===== src/rtl/imem_loader_ctrl.sv =====
// Instruction memory loader / boot sequencer.
// Assembles a little-endian byte stream into 32-bit words, writes them into the
// instruction memory while holding the core in reset and stalled, then hands the
// memory read port over to the core's program counter.
module imem_loader_ctrl #(
  parameter int unsigned ADDR_W = 8
) (
  input  logic              clk_i,
  input  logic              rst_i,
  // Load request
  input  logic              load_start_i,
  input  logic [ADDR_W:0]   load_len_i,
  // Byte stream source
  input  logic              byte_valid_i,
  input  logic [7:0]        byte_data_i,
  output logic              byte_ready_o,
  // Instruction memory write port
  output logic              mem_we_o,
  output logic [ADDR_W-1:0] mem_waddr_o,
  output logic [31:0]       mem_wdata_o,
  // Instruction memory read address and core control
  input  logic [31:0]       cpu_pc_i,
  output logic [31:0]       fetch_addr_o,
  output logic              cpu_reset_o,
  output logic              cpu_stall_o,
  // Status
  output logic              busy_o,
  output logic              running_o,
  output logic              err_o,
  output logic [ADDR_W:0]   words_loaded_o
);

  localparam logic [1:0] StIdle  = 2'd0;
  localparam logic [1:0] StLoad  = 2'd1;
  localparam logic [1:0] StWrite = 2'd2;
  localparam logic [1:0] StRun   = 2'd3;

  // Largest program that fits the memory: 2^ADDR_W words.
  localparam logic [ADDR_W:0] MaxLen = {1'b1, {ADDR_W{1'b0}}};

  logic [1:0]        state_q, state_d;
  logic [ADDR_W:0]   len_q, len_d;
  logic [ADDR_W:0]   words_q, words_d;
  logic [1:0]        byte_cnt_q, byte_cnt_d;
  logic [31:0]       shift_q, shift_d;
  logic              mem_we_q, mem_we_d;
  logic [ADDR_W-1:0] mem_waddr_q, mem_waddr_d;
  logic [31:0]       mem_wdata_q, mem_wdata_d;
  logic              cpu_reset_q, cpu_reset_d;
  logic              cpu_stall_q, cpu_stall_d;
  logic              busy_q, busy_d;
  logic              running_q, running_d;
  logic              err_q, err_d;

  logic              xfer;
  logic              len_over;
  logic [ADDR_W:0]   len_clamped;
  logic [ADDR_W:0]   words_inc;

  // Request length limited to the memory size; oversize requests are flagged.
  always_comb begin
    len_over    = (load_len_i > MaxLen);
    len_clamped = len_over ? MaxLen : load_len_i;
  end

  // Handshake and word counter helpers.
  always_comb begin
    xfer      = byte_valid_i & byte_ready_o;
    words_inc = words_q + 1'b1;
  end

  // Next-state and registered-output logic.
  always_comb begin
    state_d     = state_q;
    len_d       = len_q;
    words_d     = words_q;
    byte_cnt_d  = byte_cnt_q;
    shift_d     = shift_q;
    mem_we_d    = 1'b0;
    mem_waddr_d = mem_waddr_q;
    mem_wdata_d = mem_wdata_q;
    cpu_reset_d = cpu_reset_q;
    cpu_stall_d = cpu_stall_q;
    busy_d      = busy_q;
    running_d   = running_q;
    err_d       = err_q;

    case (state_q)
      StIdle, StRun: begin
        if (load_start_i) begin
          len_d      = len_clamped;
          err_d      = len_over;
          words_d    = '0;
          byte_cnt_d = 2'd0;
          if (len_clamped == '0) begin
            // Nothing to load: release the core straight away.
            state_d     = StRun;
            running_d   = 1'b1;
            busy_d      = 1'b0;
            cpu_reset_d = 1'b0;
            cpu_stall_d = 1'b0;
          end else begin
            state_d     = StLoad;
            running_d   = 1'b0;
            busy_d      = 1'b1;
            cpu_reset_d = 1'b1;
            cpu_stall_d = 1'b1;
          end
        end
      end

      StLoad: begin
        if (load_start_i) begin
          err_d = 1'b1;
        end
        if (xfer) begin
          shift_d[{byte_cnt_q, 3'b000} +: 8] = byte_data_i;
          byte_cnt_d = byte_cnt_q + 2'd1;
          if (byte_cnt_q == 2'd3) begin
            // Word complete: present it on the write port during WRITE.
            state_d     = StWrite;
            mem_we_d    = 1'b1;
            mem_waddr_d = words_q[ADDR_W-1:0];
            mem_wdata_d = {byte_data_i, shift_q[23:0]};
          end
        end
      end

      StWrite: begin
        if (load_start_i) begin
          err_d = 1'b1;
        end
        words_d = words_inc;
        if (words_inc == len_q) begin
          state_d     = StRun;
          running_d   = 1'b1;
          busy_d      = 1'b0;
          cpu_reset_d = 1'b0;
          cpu_stall_d = 1'b0;
        end else begin
          state_d = StLoad;
        end
      end

      default: begin
        state_d = StIdle;
      end
    endcase
  end

  // State registers; reset aborts any load in progress immediately.
  always_ff @(posedge clk_i or posedge rst_i) begin
    if (rst_i) begin
      state_q     <= StIdle;
      len_q       <= '0;
      words_q     <= '0;
      byte_cnt_q  <= 2'd0;
      shift_q     <= '0;
      mem_we_q    <= 1'b0;
      mem_waddr_q <= '0;
      mem_wdata_q <= '0;
      cpu_reset_q <= 1'b1;
      cpu_stall_q <= 1'b1;
      busy_q      <= 1'b0;
      running_q   <= 1'b0;
      err_q       <= 1'b0;
    end else begin
      state_q     <= state_d;
      len_q       <= len_d;
      words_q     <= words_d;
      byte_cnt_q  <= byte_cnt_d;
      shift_q     <= shift_d;
      mem_we_q    <= mem_we_d;
      mem_waddr_q <= mem_waddr_d;
      mem_wdata_q <= mem_wdata_d;
      cpu_reset_q <= cpu_reset_d;
      cpu_stall_q <= cpu_stall_d;
      busy_q      <= busy_d;
      running_q   <= running_d;
      err_q       <= err_d;
    end
  end

  // Read-address mux: the core owns the memory only in RUN.
  always_comb begin
    case (state_q)
      StRun:           fetch_addr_o = cpu_pc_i;
      StLoad, StWrite: fetch_addr_o = {{(32 - ADDR_W){1'b0}}, mem_waddr_q};
      default:         fetch_addr_o = '0;
    endcase
  end

  // Byte acceptance decoded directly from state.
  always_comb begin
    byte_ready_o = (state_q == StLoad);
  end

  assign mem_we_o       = mem_we_q;
  assign mem_waddr_o    = mem_waddr_q;
  assign mem_wdata_o    = mem_wdata_q;
  assign cpu_reset_o    = cpu_reset_q;
  assign cpu_stall_o    = cpu_stall_q;
  assign busy_o         = busy_q;
  assign running_o      = running_q;
  assign err_o          = err_q;
  assign words_loaded_o = words_q;

endmodule


===== config.mk =====
export PLATFORM = sky130hd
export DESIGN_NAME = imem_loader_ctrl
export DESIGN_NICKNAME = d
export VERILOG_FILES = /design/src/rtl/imem_loader_ctrl.sv
export SDC_FILE = /design/constraint.sdc
export NUM_CORES = 1
export LEC_CHECK = 0
export ABC_AREA = 1
export CAP_MARGIN = 20
export CORE_AREA = 5 5 105 107
export CTS_BUF_LIST = sky130_fd_sc_hd__clkbuf_4
export DETAILED_ROUTE_END_ITERATION = 6
export DIE_AREA = 0 0 110 112
export GPL_ROUTABILITY_DRIVEN = 0
export GPL_TIMING_DRIVEN = 0
export HOLD_SLACK_MARGIN = 0.05
export PLACE_DENSITY = 0.83
export SLEW_MARGIN = 40
export SYNTH_ARGS = -nofsm -noshare
export SYNTH_HDL_FRONTEND = slang
export SYNTH_SLANG_ARGS = --single-unit

===== constraint.sdc =====
create_clock -name clk_i -period 3.89 [get_ports clk_i]
set_clock_uncertainty 0.05 [all_clocks]
set_input_delay 0.389 -clock clk_i [delete_from_list [all_inputs] [get_ports clk_i]]
set_output_delay 0.389 -clock clk_i [all_outputs]
set_load 0.01 [all_outputs]

==> metrics <==
Placeable Area 0.0100 mm^2; Routed Antenna Nets 0; Die Y-Extent 112 um; mux cell area share after synthesis 0%; design area 0.00618 mm^2; clock root buffer clkbuf_4; post-layout instance count excluding filler cells 850; Core Rows 37; crit path max fanout 10; Compound-Gate Fraction of Synth Area 11.8%; commonest non-fill, non-tap cell in the layout clkdlybuf4s50_1; die area 0.0123 mm^2; Synth Warn # 0; #FFs+latches synth 91; vias in the first global route 4221; CP cell instances inv_1 -> ha_1 -> clkbuf_1 -> nand2_1 -> a21oi_1 -> clkdlybuf4s50_1; Critical Path Slowest Stage Cell clkdlybuf4s50_1; Yosys cell types 24; Hold WS 0.209 ns; power per cell area 601 mW/mm^2; Global Route Usage Sum 20.6%; drt drc 0; post-cts resize count 0; max incr delay on CP 0.57 ns; Synth Area in Simple Gates 24.0%; number of max-cap violations 0; nets@finish 773; drt wl/cell 14.7 um; fin. max-slew vios 0; Cell Area, Placed 0.00601 mm^2; Post-Place Cells 834; Hold Path Class primary input to asynchronous set/reset pin; synthesized area 0.00441 mm^2; register area share after synthesis 51.7%; Fmax 326 MHz; DR vias/cell 5.07; H-tree Lvls 3; RSZ-0062 raised after global routing no; leakage 2.79 nW; Crit Path Class flip-flop to output pin; Pre-antenna DRT Iters 5; port bufs 140; TritonCTS Buffers 9; post-route minimum period 3.07 ns; # fillers 868; Clock Latency Late Sink 0.44 ns; xor and xnor fraction of the mapped netlist area 0.397%; worst rel slew slack 62.2%; final WL 12.5 mm; Synth Net Count 621; CP bufs+invs 3; First DRT Iteration DRCs 196; Storage cell area 0.00228 mm^2; GRT overflow 0; Worst-path clk slew 0.16 ns; Die Wd 110 um; status finished, final reports clean; CTS tree yes; Layout area overhead 40.2%; ANT cells 0; Hold Vio Cnt, Final 0; period utilisation layout 78.8%; Initial Utilization 43.9%; post-CTS setup buffer count 0; largest net degree at the start of global routing 63; largest family of logic cells by synthesized area simple AND/OR/NAND/NOR gates; delay-heaviest family, CP buffers and inverters; adder-cell area share of the yosys netlist 3.12%; Clock Path Buffers 2; final setup vio count 0; Mean Syn Cell Area 7.91 um^2; Tot Pwr 3.72 mW; final core utilization 61.5%; post-synthesis cell count 557; Max IR drop VDD 0.306 mV; hold_buf cts 0; CTS sink cnt 91; I/O pin cnt 141; CP arrival 2.63 ns; initial antenna violation count 0; critical path endpoint category output pin; most frequent cells in the layout clkdlybuf4s50_1, nand2_1, dfrtp_1; fraction of layout cells with a size suffix above 1 5.04%; Post-DP HPWL 9.78 mm; Req. time, crit path 3.45 ns; Startpoint Class flip-flop; Multi-input gate area 0.00173 mm^2; Least-Margin Pin Slew 0.564 ns; first-pass GRT wire length 20.2 mm; total number of vias 4307
==> cell families after synthesis <==
family	after synthesis
AOI/OAI and AO/OA	100
xor gates and xnor gates	2
adders and majority gates	11
buffers and inverters	104
DFF	91
and+or+nand+nor	249
==> path summary, 6_finish.rpt <==
path                                  start           endpoint  slack, ns  cells after the start
max in group asynchronous             rst_i        cpu_stall_o       2.94                      3
worst max-delay path             state_q[0]    fetch_addr_o[6]       0.82                      6
min in group clk_i              cpu_stall_o        cpu_stall_o       0.44                      2
worst min register to register  cpu_stall_o        cpu_stall_o       0.44                      2
worst max register to register   state_q[0]  words_loaded_o[2]       1.73                      6
worst min-delay path                  rst_i  words_loaded_o[8]       0.21                      2
==> synth_stat cells, drive strengths merged <==
| library cell | number | area share (%) |
|---|---|---|
| o21a | 1 | 0.17 |
| o21ai | 77 | 8.7 |
| dfrtp | 90 | 51 |
| a21oi | 11 | 1.2 |
| xor2 | 1 | 0.20 |
| xnor2 | 1 | 0.20 |
| o32ai | 1 | 0.20 |
| o21bai | 1 | 0.17 |
| nand2 | 141 | 12 |
| dfstp | 1 | 0.60 |
| buf | 2 | 0.34 |
| inv | 82 | 7.0 |
| o22ai | 9 | 1.3 |
| nor2 | 55 | 5.3 |
| nand3 | 47 | 5.3 |
| clkbuf | 20 | 1.7 |
| ha | 11 | 3.1 |
| nand4 | 6 | 0.85 |
==> layer usage <==
| layer | wire length, um | share of wire, % | track usage (%) | vias to the layer above |
|---|---|---|---|---|
| li1 | - | - | - | 2074 |
| met5 | 0 | 0 | 0 | - |
| met2 | 6450 | 52 | 36.4 | 170 |
| met3 | 924 | 7.4 | 4.81 | 21 |
| met4 | 186 | 1.5 | 4.99 | 0 |
| met1 | 4930 | 39 | 25.1 | 2042 |
==> stage by stage <==
| step | setup WS, ns | TNS (ns) |
|---|---|---|
| 2_1_floorplan | 1.09 | 0 |
| 3_3_place_gp | -0.125 | -10.52 |
| 3_5_place_dp | 1.30 | 0 |
| 4_1_cts | 0.808 | 0 |
| 5_1_grt | 0.615 | 0 |
| 6_report | 0.824 | 0 |
==> state kept, by name, summed over array words and instances, names as in the netlist <==
name / flops
busy_o: 1
byte_cnt_q: 2
cpu_stall_o: 1
err_o: 1
len_q: 9
mem_waddr_o: 8
mem_wdata_o: 32
mem_we_o: 1
running_o: 1
shift_q: 24
state_q: 2
words_loaded_o: 9
==> final cells by class <==
cell class	count	share of cell area, %
plain buffers	22	1.46
clock buffers	10	1.21
clock inverters	6	1.54
inverters	82	5.06
multi-input cells	362	28.0
flip-flops and latches	91	36.9
well taps	136	2.75
repair buffers	141	23.1
==> power breakdown <==
group	switching, mW	total (mW)	internal, mW
logic	0.973	1.67	0.701
registers	0.169	1.43	1.26
clock network	0.340	0.617	0.276
Note: power is estimated with default switching activity, not from simulation.
